`src/rtl/hazard_ctrl_if.sv`:
```
// +-----------------------------------------------------------------------+
// | hazard_ctrl_if : pipeline-side hazard inputs and stage control outputs |
// | Rev 1.0                                                               |
// +-----------------------------------------------------------------------+
`default_nettype none

interface hazard_ctrl_if;
  logic [4:0]  id_rs1;
  logic [4:0]  id_rs2;
  logic        id_use_rs1;
  logic        id_use_rs2;
  logic [4:0]  ex_rd;
  logic        ex_memread;
  logic        ex_redirect;
  logic        mem_req;
  logic        mem_ready;
  logic        pc_stall;
  logic        ifid_stall;
  logic        ifid_flush;
  logic        idex_stall;
  logic        idex_flush;
  logic        exmem_stall;
  logic        memwb_flush;
  logic        mem_timeout;
  logic [31:0] stall_cycles;
  logic [31:0] redirect_count;

  modport slave (
    input  id_rs1, id_rs2, id_use_rs1, id_use_rs2, ex_rd, ex_memread,
           ex_redirect, mem_req, mem_ready,
    output pc_stall, ifid_stall, ifid_flush, idex_stall, idex_flush,
           exmem_stall, memwb_flush, mem_timeout, stall_cycles, redirect_count
  );

  modport master (
    output id_rs1, id_rs2, id_use_rs1, id_use_rs2, ex_rd, ex_memread,
           ex_redirect, mem_req, mem_ready,
    input  pc_stall, ifid_stall, ifid_flush, idex_stall, idex_flush,
           exmem_stall, memwb_flush, mem_timeout, stall_cycles, redirect_count
  );
endinterface

`default_nettype wire

```
`src/rtl/hazard_ctrl.sv`:
```
// +-----------------------------------------------------------------------+
// | hazard_ctrl : 5-stage pipeline stall/flush sequencer with perf counters |
// | Rev 1.0                                                               |
// +-----------------------------------------------------------------------+
`default_nettype none

module hazard_ctrl #(
  parameter int LOAD_USE_STALL   = 1,
  parameter int REDIRECT_BUBBLES = 1,
  parameter int MEM_TIMEOUT      = 255
) (
  input  wire          clk,
  input  wire          rst_n,
  hazard_ctrl_if.slave hz
);

  typedef enum logic [1:0] {
    RUN        = 2'd0,
    LU_HOLD    = 2'd1,
    MEM_WAIT   = 2'd2,
    REDIR_HOLD = 2'd3
  } state_t;

  // Hold counter holds the number of hold cycles still to follow the current one.
  localparam logic [1:0]  c_LU_RELOAD  = (LOAD_USE_STALL > 1)   ? 2'(LOAD_USE_STALL - 2)   : 2'd0;
  localparam logic [1:0]  c_RB_RELOAD  = (REDIRECT_BUBBLES > 1) ? 2'(REDIRECT_BUBBLES - 2) : 2'd0;
  localparam logic [16:0] c_TIMEOUT    = 17'(MEM_TIMEOUT);

  state_t      r_state, r_saved_state;
  logic [1:0]  r_hold, r_saved_hold;
  logic [15:0] r_wait;
  logic        r_timeout;
  logic [31:0] r_stall_cycles;
  logic [31:0] r_redirect_count;

  state_t      w_cur_state, w_next_state, w_next_saved_state;
  logic [1:0]  w_cur_hold, w_next_hold, w_next_saved_hold;
  logic        w_lu, w_mem_busy, w_redirect_acc;
  logic        w_pc_stall, w_ifid_stall, w_ifid_flush, w_idex_stall;
  logic        w_idex_flush, w_exmem_stall, w_memwb_flush;
  logic [16:0] w_wait_inc;

  assign w_lu = hz.ex_memread && (hz.ex_rd != 5'd0) &&
                ((hz.id_use_rs1 && (hz.id_rs1 == hz.ex_rd)) ||
                 (hz.id_use_rs2 && (hz.id_rs2 == hz.ex_rd)));
  assign w_mem_busy = hz.mem_req && !hz.mem_ready;
  assign w_wait_inc = {1'b0, r_wait} + 17'd1;

  always_comb begin
    w_pc_stall         = 1'b0;
    w_ifid_stall       = 1'b0;
    w_ifid_flush       = 1'b0;
    w_idex_stall       = 1'b0;
    w_idex_flush       = 1'b0;
    w_exmem_stall      = 1'b0;
    w_memwb_flush      = 1'b0;
    w_redirect_acc     = 1'b0;
    w_next_state       = RUN;
    w_next_hold        = 2'd0;
    w_next_saved_state = r_saved_state;
    w_next_saved_hold  = r_saved_hold;
    // While frozen, the interrupted state is evaluated as soon as the wait ends.
    w_cur_state = (r_state == MEM_WAIT) ? r_saved_state : r_state;
    w_cur_hold  = (r_state == MEM_WAIT) ? r_saved_hold  : r_hold;

    if (w_mem_busy) begin
      w_pc_stall    = 1'b1;
      w_ifid_stall  = 1'b1;
      w_idex_stall  = 1'b1;
      w_exmem_stall = 1'b1;
      w_memwb_flush = 1'b1;
      w_next_state  = MEM_WAIT;
      w_next_hold   = r_hold;
      if (r_state != MEM_WAIT) begin
        w_next_saved_state = r_state;
        w_next_saved_hold  = r_hold;
      end
    end else if (hz.ex_redirect) begin
      w_ifid_flush   = 1'b1;
      w_idex_flush   = 1'b1;
      w_redirect_acc = 1'b1;
      if (REDIRECT_BUBBLES > 1) begin
        w_next_state = REDIR_HOLD;
        w_next_hold  = c_RB_RELOAD;
      end
    end else begin
      case (w_cur_state)
        REDIR_HOLD: begin
          w_ifid_flush = 1'b1;
          if (w_cur_hold != 2'd0) begin
            w_next_state = REDIR_HOLD;
            w_next_hold  = w_cur_hold - 2'd1;
          end
        end
        LU_HOLD: begin
          w_pc_stall   = 1'b1;
          w_ifid_stall = 1'b1;
          w_idex_flush = 1'b1;
          if (w_cur_hold != 2'd0) begin
            w_next_state = LU_HOLD;
            w_next_hold  = w_cur_hold - 2'd1;
          end
        end
        default: begin
          if (w_lu) begin
            w_pc_stall   = 1'b1;
            w_ifid_stall = 1'b1;
            w_idex_flush = 1'b1;
            if (LOAD_USE_STALL > 1) begin
              w_next_state = LU_HOLD;
              w_next_hold  = c_LU_RELOAD;
            end
          end
        end
      endcase
    end
  end

  always_ff @(posedge clk or negedge rst_n) begin
    if (!rst_n) begin
      r_state       <= RUN;
      r_hold        <= 2'd0;
      r_saved_state <= RUN;
      r_saved_hold  <= 2'd0;
    end else begin
      r_state       <= w_next_state;
      r_hold        <= w_next_hold;
      r_saved_state <= w_next_saved_state;
      r_saved_hold  <= w_next_saved_hold;
    end
  end

  always_ff @(posedge clk or negedge rst_n) begin
    if (!rst_n) begin
      r_wait           <= 16'd0;
      r_timeout        <= 1'b0;
      r_stall_cycles   <= 32'd0;
      r_redirect_count <= 32'd0;
    end else begin
      if (w_mem_busy) begin
        if (r_wait != 16'hFFFF) r_wait <= w_wait_inc[15:0];
        if (w_wait_inc >= c_TIMEOUT) r_timeout <= 1'b1;
      end else begin
        r_wait <= 16'd0;
      end
      if (w_pc_stall)     r_stall_cycles   <= r_stall_cycles + 32'd1;
      if (w_redirect_acc) r_redirect_count <= r_redirect_count + 32'd1;
    end
  end

  // Controls are combinational, so they are forced low while reset is held.
  assign hz.pc_stall       = w_pc_stall    & rst_n;
  assign hz.ifid_stall     = w_ifid_stall  & rst_n;
  assign hz.ifid_flush     = w_ifid_flush  & rst_n;
  assign hz.idex_stall     = w_idex_stall  & rst_n;
  assign hz.idex_flush     = w_idex_flush  & rst_n;
  assign hz.exmem_stall    = w_exmem_stall & rst_n;
  assign hz.memwb_flush    = w_memwb_flush & rst_n;
  assign hz.mem_timeout    = r_timeout;
  assign hz.stall_cycles   = r_stall_cycles;
  assign hz.redirect_count = r_redirect_count;

endmodule

`default_nettype wire
```
`src/flat_wrapper.sv`:
```
// flat-port wrapper written by rule: the top's interface ports become plain ports
module hazard_ctrl_flat 
#(
  parameter int LOAD_USE_STALL   = 1,
  parameter int REDIRECT_BUBBLES = 1,
  parameter int MEM_TIMEOUT      = 255
)
  (clk, rst_n, hz_id_rs1, hz_id_rs2, hz_id_use_rs1, hz_id_use_rs2, hz_ex_rd, hz_ex_memread, hz_ex_redirect, hz_mem_req, hz_mem_ready, hz_pc_stall, hz_ifid_stall, hz_ifid_flush, hz_idex_stall, hz_idex_flush, hz_exmem_stall, hz_memwb_flush, hz_mem_timeout, hz_stall_cycles, hz_redirect_count);
  hazard_ctrl_if hz_i ();
  input  wire clk;
  input  wire rst_n;
  input wire logic [$bits(hz_i.id_rs1)-1:0] hz_id_rs1;
  input wire logic [$bits(hz_i.id_rs2)-1:0] hz_id_rs2;
  input wire logic [$bits(hz_i.id_use_rs1)-1:0] hz_id_use_rs1;
  input wire logic [$bits(hz_i.id_use_rs2)-1:0] hz_id_use_rs2;
  input wire logic [$bits(hz_i.ex_rd)-1:0] hz_ex_rd;
  input wire logic [$bits(hz_i.ex_memread)-1:0] hz_ex_memread;
  input wire logic [$bits(hz_i.ex_redirect)-1:0] hz_ex_redirect;
  input wire logic [$bits(hz_i.mem_req)-1:0] hz_mem_req;
  input wire logic [$bits(hz_i.mem_ready)-1:0] hz_mem_ready;
  output wire logic [$bits(hz_i.pc_stall)-1:0] hz_pc_stall;
  output wire logic [$bits(hz_i.ifid_stall)-1:0] hz_ifid_stall;
  output wire logic [$bits(hz_i.ifid_flush)-1:0] hz_ifid_flush;
  output wire logic [$bits(hz_i.idex_stall)-1:0] hz_idex_stall;
  output wire logic [$bits(hz_i.idex_flush)-1:0] hz_idex_flush;
  output wire logic [$bits(hz_i.exmem_stall)-1:0] hz_exmem_stall;
  output wire logic [$bits(hz_i.memwb_flush)-1:0] hz_memwb_flush;
  output wire logic [$bits(hz_i.mem_timeout)-1:0] hz_mem_timeout;
  output wire logic [$bits(hz_i.stall_cycles)-1:0] hz_stall_cycles;
  output wire logic [$bits(hz_i.redirect_count)-1:0] hz_redirect_count;
  assign hz_i.id_rs1 = hz_id_rs1;
  assign hz_i.id_rs2 = hz_id_rs2;
  assign hz_i.id_use_rs1 = hz_id_use_rs1;
  assign hz_i.id_use_rs2 = hz_id_use_rs2;
  assign hz_i.ex_rd = hz_ex_rd;
  assign hz_i.ex_memread = hz_ex_memread;
  assign hz_i.ex_redirect = hz_ex_redirect;
  assign hz_i.mem_req = hz_mem_req;
  assign hz_i.mem_ready = hz_mem_ready;
  assign hz_pc_stall = hz_i.pc_stall;
  assign hz_ifid_stall = hz_i.ifid_stall;
  assign hz_ifid_flush = hz_i.ifid_flush;
  assign hz_idex_stall = hz_i.idex_stall;
  assign hz_idex_flush = hz_i.idex_flush;
  assign hz_exmem_stall = hz_i.exmem_stall;
  assign hz_memwb_flush = hz_i.memwb_flush;
  assign hz_mem_timeout = hz_i.mem_timeout;
  assign hz_stall_cycles = hz_i.stall_cycles;
  assign hz_redirect_count = hz_i.redirect_count;
  hazard_ctrl #(.LOAD_USE_STALL(LOAD_USE_STALL), .REDIRECT_BUBBLES(REDIRECT_BUBBLES), .MEM_TIMEOUT(MEM_TIMEOUT)) u_core (.clk(clk), .rst_n(rst_n), .hz(hz_i));
endmodule
```
`config.mk`:
```
export PLATFORM = sky130hd
export DESIGN_NAME = hazard_ctrl_flat
export DESIGN_NICKNAME = d
export VERILOG_FILES = /design/src/rtl/hazard_ctrl_if.sv /design/src/rtl/hazard_ctrl.sv /design/src/flat_wrapper.sv
export SDC_FILE = /design/constraint.sdc
export NUM_CORES = 1
export LEC_CHECK = 0
export ABC_CLOCK_PERIOD_IN_PS = 4920
export CAP_MARGIN = 15
export CORE_UTILIZATION = 55
export DETAILED_ROUTE_END_ITERATION = 8
export PLACE_DENSITY = 0.85
export SETUP_SLACK_MARGIN = 0.5
export SYNTH_ARGS = -nofsm -noshare
export SYNTH_HDL_FRONTEND = slang
export SYNTH_SLANG_ARGS = --single-unit
```
`constraint.sdc`:
```
create_clock -name clk -period 4.92 [get_ports clk]
set_clock_uncertainty 0.1 [all_clocks]
set_input_delay 0.492 -clock clk [delete_from_list [all_inputs] [get_ports clk]]
set_output_delay 0.492 -clock clk [all_outputs]
set_load 0.05 [all_outputs]
```
======== Word-level counts from Yosys, hierarchy flattened ========
Cells that the tools add are included.
word-level totals
  register bits after elaboration ......... 89
  input port bits ......................... 23
  output and inout port bits .............. 72
  word-level logic and storage cells ...... 61
cells by class
  add/subtract/negate cells ............... 4
  $lt $le $gt $ge ......................... 1
  equal/unequal tests ..................... 8
  mux-type cells .......................... 24
  bitwise gates (word level) .............. 4
  reductions and logical operators ........ 12
operators by type and width
  cell                                                                 count
  adder 32 x 1 -> 32 bit (second input constant)                       2
  two-way mux 16 bit                                                   2
  adder 16 x 1 -> 17 bit (second input constant)                       1
  greater-or-equal comparator 17 x 8 -> 1 bit (second input constant)  1
  two-way mux 2 bit                                                    8
  != test 16 bit (second input constant)                               1
  two-way mux 1 bit                                                    12
  equality test 5 bit                                                  2
  logical AND 1 bit                                                    5
  nonzero test 5 bit                                                   1
  bitwise AND 1 bit                                                    4
  equality test 2 bit (second input constant)                          2
  != test 2 bit (second input constant)                                2
  one-hot mux 2 bit (2 select lines)                                   1
  AND reduction 2 bit                                                  2
  equality test 2 x 1 -> 1 bit (second input constant)                 1
  one-hot mux 1 bit (2 select lines)                                   1
  nonzero test 2 bit                                                   1
  OR reduction 2 bit                                                   1
  subtractor 2 x 1 -> 2 bit (second input constant)                    1
  zero test 1 bit                                                      1
  logical OR 1 bit                                                     1

======== Logic depth before layout (Yosys ltp) ========
Gate-level depths: netlist of the first run.
  depth after elaboration ................. 9
  depth in mapped cells ................... 8
  depth with buffers taken out ............ 7

======== Worst setup path before layout of the first run ========
Ideal clock, no wire load.
  kind .................................... in2out
  start ................................... input port hz_ex_rd[3]
  end ..................................... output port hz_pc_stall
  arrival ................................. 2.596 ns
  data required time ...................... 4.328 ns
  setup slack ............................. 1.732 ns
  stages on the path ...................... 6
  path buffers ............................ 1
  path through ............................ xor2_1 nor4_1 a32oi_1 o31a_1 nor2b_1 buf_4
on the way
  longest elaborated chain between the ends .. 9
  elaborated cells on any way between the ends .. 13
  those cells by class .................... eq/ne: 2; mux: 4; bitwise: 1; reduce/logical: 6
ends and longest elaborated chain
  item                                           RTL line                              text
  start: declaration                             flat_wrapper.sv:16                    input wire logic [$bits(hz_i.ex_rd)-1:0] hz_ex_rd;
  equality test 5 bit, on equally long branches  hazard_ctrl.sv:44, hazard_ctrl.sv:45
  logical AND 1 bit, on equally long branches    hazard_ctrl.sv:44, hazard_ctrl.sv:45
  logical OR 1 bit                               hazard_ctrl.sv:44                     ((hz.id_use_rs1 && (hz.id_rs1 == hz.ex_rd)) ||
  logical AND 1 bit *                            hazard_ctrl.sv:43                     assign w_lu = hz.ex_memread && (hz.ex_rd != 5'd0) &&
  two-way mux 1 bit *                            --
  one-hot mux 1 bit (2 select lines) *           --
  two-way mux 1 bit * (2 in series)              --
  bitwise AND 1 bit *                            --
  end: declaration                               flat_wrapper.sv:21                    output wire logic [$bits(hz_i.pc_stall)-1:0] hz_pc_stall;
Mark *: on every way between the ends. The rest lies on a longest branch, timed or not.

======== Worst setup path after layout of the first run ========
  start ................................... input port hz_ex_rd[3]
  end ..................................... output port hz_pc_stall
on the way
  longest elaborated chain between the ends .. 9
  elaborated cells on any way between the ends .. 13
  those cells by class .................... eq/ne: 2; mux: 4; bitwise: 1; reduce/logical: 6
ends and longest elaborated chain
  item                                           RTL line                              text
  equality test 5 bit, on equally long branches  hazard_ctrl.sv:44, hazard_ctrl.sv:45
  logical AND 1 bit, on equally long branches    hazard_ctrl.sv:44, hazard_ctrl.sv:45
  logical OR 1 bit                               hazard_ctrl.sv:44
  logical AND 1 bit *                            hazard_ctrl.sv:43
  two-way mux 1 bit *                            hazard_ctrl.sv:105                    if (w_lu) begin
  one-hot mux 1 bit (2 select lines) *           hazard_ctrl.sv:87                     case (w_cur_state)
  two-way mux 1 bit *                            hazard_ctrl.sv:78                     end else if (hz.ex_redirect) begin
  two-way mux 1 bit *                            hazard_ctrl.sv:66                     if (w_mem_busy) begin
  bitwise AND 1 bit *                            hazard_ctrl.sv:152                    assign hz.pc_stall = w_pc_stall & rst_n;
Marks and branches as above.

==> results of run 1 <==
## through the flow
| step | hold slack (ns) | utilization (%) | cell area [um^2] | power, mW |
|---|---|---|---|---|
| finish | 0.3668 | 73.21 | 5715 | 1.879 |
| CTS | 0.3730 | 73.14 | 5710 | 1.891 |
| global placement | 0.3570 | 70.38 | 5495 | 1.365 |
| global route | 0.3964 | 73.21 | 5715 | 1.960 |
| detailed placement | 0.3574 | 70.38 | 5495 | 1.379 |
| floorplan | 0.09641 | - | 4483 | 1.181 |
## path summary, 6_finish.rpt
| kind | cells past startpoint | startpoint | to | slack, ns |
|---|---|---|---|---|
| worst min register to register | 1 | u_core.hz.stall_cycles[31] | u_core.hz.stall_cycles[31] | 0.37 |
| worst max register to register | 6 | u_core.r_wait[0] | u_core.r_wait[0] | 2.06 |
| worst max-delay path | 7 | hz_ex_rd[3] | hz_pc_stall | 1.09 |
| worst min-delay path | 1 | u_core.hz.stall_cycles[31] | u_core.hz.stall_cycles[31] | 0.37 |
| max in group asynchronous | 3 | rst_n | u_core.hz.stall_cycles[8] | 3.45 |
| min in group asynchronous | 2 | rst_n | u_core.hz.stall_cycles[17] | 0.52 |
## kinds of logic (layout without fill, tap and decap cells)
group | after synthesis | count (layout) | share of synthesized area (%)
buffers and inverters | 18 | 121 | 2.205
AO/OA/AOI/OAI | 46 | 46 | 7.117
adder cells (fa/ha/maj) | 4 | 4 | 1.116
XOR/XNOR | 84 | 84 | 16.41
flip-flops | 89 | 89 | 49.68
AND/OR/NAND/NOR | 184 | 184 | 21.77
multiplexers | 7 | 7 | 1.702
## layout make-up
type	instances	area, um^2	area share (%)
multi-input cells	325	2157	37.74
well taps	102	127.6	2.233
flip-flops and latches	89	2227	38.97
clock inverters	5	63.81	1.116
inverters	6	22.52	0.3940
clock buffers	11	141.4	2.474
repair buffers	99	975.9	17.08
## worst max-delay path, cell delays in order
cell             delay, ns
clkdlybuf4s50_1       0.48
xor2_1                0.19
nor4_1                0.27
a32oi_1               0.25
o31a_1                0.46
nor2b_1               0.23
clkdlybuf4s50_1       0.85
## sequential cells by signal, indices dropped and copies added (netlist names)
name / flops
u_core.hz.stall_cycles: 32
u_core.r_wait: 16
u_core.hz.mem_timeout: 1
u_core.r_saved_hold: 2
u_core.r_saved_state: 2
u_core.r_hold: 2
u_core.r_state: 2
u_core.hz.redirect_count: 32
## per-layer routing
layer  wire length (um)  vias up  track usage, %  share of wire, %
li1                   -     1686               -                 -
met1               4105     1762           30.44                43
met2               4809      109           40.61                51
met3                438       14           4.809               4.6
met4                143        0           9.766               1.5
met5                  0        -               0                 0
## report_power, final
group,internal [mW],switching [mW]
registers,0.788,0.0716
logic,0.179,0.326
clock network,0.253,0.261
total,1.22,0.659
## cell usage in the layout (no fill, tap or decap), types with 2 or more instances in the layout
cell             Yosys  final
nor2b_1              5      5
clkbuf_8             0     10
o21ai_0              6      6
ha_1                 4      4
a21oi_1             17     17
xnor2_1             52     52
o31ai_1              2      2
mux2_2               5      5
and2_1               4      4
nand4_1              9      9
mux2i_1              2      2
clkdlybuf4s50_1      0     93
nor3_2               2      2
and3_1              21     21
nand3_1             31     31
a21o_1               2      2
nor4_1               6      6
and4_1               3      3
nand2_1             42     42
xor2_1              32     32
dfrtp_1             89     89
a31oi_1              2      2
buf_4                4      4
clkinv_4             0      2
nor3_1               7      7
inv_1                6      6
nor2_1              32     32
nand2b_1             9      9
==> out/metrics.cfg, run 1 <==
[route]
dr.pass1.iters = 5
postRouteWirelength_um = 9497
vias_per_cell = 5.606
routed-via-count = 3571
drc = 0
routedWlPerCell_um = 14.91
ant_nets = 0
drt_iter0_drc = 146

[timing]
max_slew_margin_pct = 20.13
setup_ws_ns = 1.092
setup_viol = 0
rsz0062_at_grt = no
tns_ns = 0
worst_pin_slew_ns = 1.187
fin_crit_ns = 3.828
slew_violations = 0
hold_viol_final = 0
fmax_mhz = 261.2
finalCritPeriodShare_pct = 77.80

[min_path]
min_path_type = register to register

[placement]
gp_congestion = 0.8107
pre_cts_ws_ns = 1.060
port_buffers = 94
place_hpwl_um = 6981
dp.cells = 619

[synthesis]
synth.distinct_cells = 58
netlist_area_um2 = 4483
ys_seq_elements = 89
ys.flop_type = dfrtp_1
synthTopCellsByCount = 89 x dfrtp_1, 52 x xnor2_1, 42 x nand2_1
synth_cells = 432
ys_warn_count = 0
yosysTopAreaCellShare_pct = 49.68
yosysMostFrequentCell = dfrtp_1
ys_seq_area_share_pct = 49.68
synth-edff-count = 0
yosys.area.top_type = dfrtp_1
syn-num-nets = 459
synthTopCellsByArea = dfrtp_1 50%, xnor2_1 10%, xor2_1 6.3%, nand2_1 3.5%, nand3_1 3.5%
syn_area_per_cell_um2 = 10.38
async_flop_share_pct = 100.0

[grt]
antenna_found_initial = 0
grt_use_total_pct = 24.12
grt_pass1_vias = 3580
overflow = 0
grt_pass1_wl_um = 16280
grt_max_degree = 38

[power]
leakage_nw = 2.444
power_density_nw_per_um2 = 328.7
ir_drop_mv = 0.2536

[cts]
clkSlewWorstSetupHoldPaths_ns = 0.08
ctsResizeCount = 0
clock_latency_ns = 0.36
cts_root_buf = clkbuf_8
cts-htree-levels = 3
numCtsBuffers = 9
cts_tree = done
cts_setup_buffers = 0
postCtsHoldBufs = 1
clock-sinks = 89
cts_buffer_depth = 2

[run]
drv_cap = 0

[floorplanning]
start_util_pct = 57.42
placementRows = 32
die_y_um = 92.28
ios = 95
die_x_um = 92.28
die_area_um2 = 8516
fp.coreArea_um2 = 7807

[setup_path]
end_kind = primary output
crit_required_ns = 4.33
cp-start-kind = input pin
worstPathMaxFanout = 7
crit_arrival_ns = 3.24
critPathKind = input pin to primary output

[layout]
drive_gt1_share_pct = 6.542
final_nets = 557
syn2layout_area_growth_pct = 27.49
antenna_cells = 0
fill_cells = 578
final_cells = 637

[status]
status = finished, final reports clean

Note: power is estimated with default switching activity, not from simulation.
==> run 2: changes to the inputs <==
ABC_CLOCK_PERIOD_IN_PS = 3900   (was 4920)
CORE_UTILIZATION = 51   (was 55)
PLACE_DENSITY = 0.8   (was 0.85)
clock period = 3.9 ns   (was 4.92 ns; I/O delays follow)
==> out/metrics.cfg, run 2 (synthesis gave the netlist of run 1 again) <==
[timing]
max_slew_margin_pct = 37.36
setup_ws_ns = 0.9010
setup_viol = 0
tns_ns = 0
fin_crit_ns = 2.999
finalCritPeriodShare_pct = 76.90
slew_violations = 0
fmax_mhz = 333.4
rsz0062_at_grt = no
worst_pin_slew_ns = 0.9396
hold_viol_final = 0

[setup_path]
end_kind = primary output
crit_required_ns = 3.41
cp_num_buf_inv = 2
cp_slowest_cell = clkdlybuf4s50_1
critPathKind = input pin to primary output
r2r_cells = 6
r2r-end = u_core.r_wait[0]
path_cells = clkdlybuf4s50_1 > xor2_1 > nor4_1 > a32oi_1 > o31a_1 > nor2b_1 > buf_4
worstPathMaxFanout = 7
r2r_slack_ns = 1.17
r2r-start = u_core.r_wait[0]
cp-start-kind = input pin
cpPeakStageDelay_ns = 0.48
crit_arrival_ns = 2.51
crit_family = buffers and inverters

[cts]
cts_setup_buffers = 0
clkSlewWorstSetupHoldPaths_ns = 0.09
numCtsBuffers = 9
clock-sinks = 89
cts_buffer_depth = 2
cts-htree-levels = 3
clock_latency_ns = 0.35
cts_tree = done
cts_root_buf = clkbuf_8

[grt]
grt_pass1_wl_um = 15620
use_met3_pct = 3.476
grt_busiest_layer = met2
grt_use_total_pct = 22.08
use_met2_pct = 36.37
overflow = 0
grt_max_degree = 77
gr-usage-met1_pct = 29.48
grt_pass1_vias = 3291
antenna_found_initial = 0

[layout]
layout_common_cells = 90 x clkdlybuf4s50_1, 89 x dfrtp_1, 52 x xnor2_1, 42 x nand2_1
antenna_cells = 0
multi_input_area_um2 = 2157
drive_gt1_share_pct = 7.449
syn2layout_area_growth_pct = 28.13
layout_commonest_cell = clkdlybuf4s50_1
final_cells = 642
final_nets = 559
regArea_um2 = 2227
fill_cells = 638

[floorplanning]
die_y_um = 95.76
start_util_pct = 53.75
fp.coreArea_um2 = 8341
die_x_um = 95.76
ios = 95
die_area_um2 = 9169
placementRows = 33

[placement]
dp.cells = 625
port_buffers = 94
gp_congestion = 0.8620
place_hpwl_um = 6839
pre_cts_ws_ns = 0.6185

[power]
p_sw_share_pct = 35.19
p_sw_mw = 0.8444
power_mw = 2.400
clkPwrFrac_pct = 27.9
ir_drop_mv = 0.3070
leakage_nw = 2.479
power_density_nw_per_um2 = 417.8
p_seq_share_pct = 45.3
pwr-share-comb_pct = 26.8
p_int_mw = 1.555

[route]
routedWlPerCell_um = 14.62
routed-via-count = 3558
drc = 0
postRouteWirelength_um = 9383
drt_iter0_drc = 151
vias_per_cell = 5.542
dr.pass1.iters = 4
ant_nets = 0

[run]
drv_cap = 0

[min_path]
min_path_type = input pin to asynchronous set/reset pin

[status]
status = finished, final reports clean

## run 2: cell types whose count changed in the layout (fill, tap and decap cells not counted), sizes merged
cell,delta
clkdlybuf4s50,-3
buf,+5
dlymetal6s2s,+1
clkbuf,-1
clkinv,+1
inv,-1
## run 2: final cells by class
type	count	share of cell area (%)
Sequential cell	89	38.77
Multi-Input combinational cell	325	37.55
Timing Repair Buffer	101	17.25
Clock buffer	11	2.636
Tap cell	105	2.287
Clock inverter	5	1.111
Inverter	6	0.3921
## run 2: through the flow
stage	utilization (%)	hold slack [ns]	area, um^2
final	68.87	0.3663	5744
after global routing	68.87	0.3824	5744
after CTS	68.84	0.3593	5742
after detailed placement	66.14	0.1708	5517
after global placement	66.14	0.1645	5517
after floorplan	-	-0.005591	4483
## run 2: how the worst max path moves through the flow
stage | from | cells after the start | to
4_1_cts | hz_ex_rd[2] | 8 | hz_idex_flush
3_3_place_gp | hz_ex_rd[3] | 8 | hz_idex_flush
5_1_grt | hz_ex_rd[2] | 7 | hz_pc_stall
6_report | hz_ex_rd[2] | 7 | hz_pc_stall
3_5_place_dp | hz_ex_rd[2] | 8 | hz_idex_flush
2_1_floorplan | hz_ex_rd[3] | 6 | hz_pc_stall
## run 2: power groups by stage
stage / registers (mW) / logic [mW] / clock network, mW
after floorplan: 1.33 / 0.157 / 0
after global placement: 1.09 / 0.634 / 0
after detailed placement: 1.10 / 0.645 / 0
after CTS: 1.09 / 0.649 / 0.680
after global routing: 1.10 / 0.676 / 0.717
final: 1.09 / 0.644 / 0.670
## run 2: per-layer routing
metal | vias to the layer above | part of all wire (%)
met1 | 1736 | 45
met5 | - | 0
met4 | 0 | 1.2
li1 | 1700 | -
met2 | 114 | 49
met3 | 8 | 4.9
## run 2: repair_timing
item,4_1_cts,5_1_grt
setup endpoints to repair,0,1
endpoints found under the hold margin,13,0
resized for setup,0,1
hold buffers,1,0
==> run 3: changes to the inputs <==
ABC_CLOCK_PERIOD_IN_PS = 2500   (was 3900)
CORE_UTILIZATION = 46   (was 51)
PLACE_DENSITY = 0.76   (was 0.8)
clock period = 2.5 ns   (was 3.9 ns; I/O delays follow)
==> out/metrics.cfg, run 3 (synthesis gave the netlist of run 1 again) <==
[status]
status = finished, final reports clean

[cts]
cts_tree = done
cts_root_buf = clkbuf_8
cts-htree-levels = 3
clock-sinks = 89
clock_latency_ns = 0.36
numCtsBuffers = 9
cts_buffer_depth = 2
clkSlewWorstSetupHoldPaths_ns = 0.09

[power]
p_sw_mw = 1.353
power_mw = 3.860
p_seq_share_pct = 44.6
p_int_mw = 2.508
ir_drop_mv = 0.7347
clkPwrFrac_pct = 27.5
pwr-share-comb_pct = 27.9
p_sw_share_pct = 35.04
leakage_nw = 3.108
power_density_nw_per_um2 = 582.1

[setup_path]
endpoint = u_core.hz.stall_cycles[10]
crit_required_ns = 2.64
cp-start-kind = register
cpPeakStageDelay_ns = 0.42
r2r-start = u_core.r_state[0]
path_cells = a21o_1 > a21o_1 > or3b_4 > buf_4 > o31ai_4 > buf_6 > nand3_1 > xnor2_1
r2r_slack_ns = 0.27
end_kind = register
crit_start = u_core.r_state[0]
r2r_cells = 8
cp_slowest_cell = dfrtp_2
crit_arrival_ns = 2.37
crit_path_frequent_cell = a21o_1
critPathKind = register to register
r2r-end = u_core.hz.stall_cycles[10]
worstPathMaxFanout = 7

[placement]
pre_cts_ws_ns = -0.1399
place_hpwl_um = 7393
port_buffers = 94
gp_congestion = 0.8389
dpl-instance-area_um2 = 5841
dp.cells = 659

[route]
drc = 0
ant_nets = 0
routedWlPerCell_um = 15.98
routed-via-count = 3792
vias_per_cell = 5.341
dr.pass1.iters = 5
drt_iter0_drc = 144
postRouteWirelength_um = 11340

[layout]
layout_common_cells = 57 x dfrtp_1, 54 x clkdlybuf4s50_1, 49 x xnor2_1, 44 x buf_4, 38 x nand2_1
fin_area_um2 = 6631
drive_gt1_share_pct = 32.19
antenna_cells = 0
syn2layout_area_growth_pct = 47.92
layout_commonest_cell = dfrtp_1
final_cells = 710
fin_util_pct = 71.09
final_nets = 604
fill_cells = 697

[timing]
hold_viol_final = 0
setup_ws_ns = 0.2727
holdWs_ns = 0.2035
tns_ns = 0
worst_pin_slew_ns = 0.5599
fmax_mhz = 449.0
rsz0062_at_grt = yes
finalCritPeriodShare_pct = 89.09
max_slew_margin_pct = 62.56
fin_crit_ns = 2.227
slew_violations = 0
setup_viol = 0

[floorplanning]
die_x_um = 100.7
placementRows = 35
die_y_um = 100.7
start_util_pct = 48.06
ios = 95
die_area_um2 = 10140
fp.coreArea_um2 = 9328

[run]
drv_cap = 0

[grt]
grt_use_total_pct = 22.57
overflow = 0
grt_max_degree = 33
grt_pass1_vias = 3761
grt_pass1_wl_um = 17750
antenna_found_initial = 0

[min_path]
min_path_type = input pin to asynchronous set/reset pin

==> run 3: critical path, delay by kind of cell, from the launching register on <==
family | cells | cell delay (ns)
flip-flops | 1 | 0.42
AND/OR/NAND/NOR | 2 | 0.50
buffers and inverters | 2 | 0.36
XOR/XNOR | 1 | 0.14
AO/OA/AOI/OAI | 3 | 0.60
==> run 3: how the worst min path moves through the flow <==
stage                     startpoint                         end  slack [ns]  cells after the start
final                          rst_n  u_core.hz.stall_cycles[30]        0.20                      2
after global routing           rst_n  u_core.hz.stall_cycles[30]        0.23                      2
after CTS                      rst_n  u_core.hz.stall_cycles[30]        0.21                      2
after detailed placement       rst_n  u_core.hz.stall_cycles[29]        0.04                      1
after global placement         rst_n  u_core.hz.stall_cycles[30]        0.04                      1
after floorplan                rst_n       u_core.hz.mem_timeout       -0.15                      0
==> run 3: power by group through the flow <==
| stage | combinational, mW | clock (mW) | sequential, mW |
|---|---|---|---|
| final | 1.08 | 1.06 | 1.72 |
| after global placement | 1.01 | 0 | 1.73 |
| after CTS | 1.06 | 1.08 | 1.72 |
| after global routing | 1.14 | 1.13 | 1.74 |
| after floorplan | 0.249 | 0 | 2.10 |
| after detailed placement | 1.03 | 0 | 1.75 |
==> run 3: repair_timing <==
item	CTS	global route
pin swaps	30	23
endpoints found under the setup margin	44	70
hold buffers	1	0
setup buffers	20	13
resized for setup	87	50
gates cloned	2	0
hold endpoints to repair	13	0
==> run 3: area by class of cell <==
| type | count | area [um^2] | share of cell area, % |
|---|---|---|---|
| well taps | 129 | 161.4 | 2.434 |
| inverters | 6 | 22.52 | 0.3396 |
| multi-input cells | 326 | 2565 | 38.68 |
| repair buffers | 145 | 1406 | 21.21 |
| clock inverters | 5 | 81.33 | 1.226 |
| clock buffers | 10 | 127.6 | 1.925 |
| flip-flops and latches | 89 | 2267 | 34.19 |
==> run 3: metal layers <==
metal	share of wire [%]	GRT usage [%]
met5	0	0
met2	50	39.15
met4	2.7	10.48
met3	3.8	2.982
met1	43	28.00
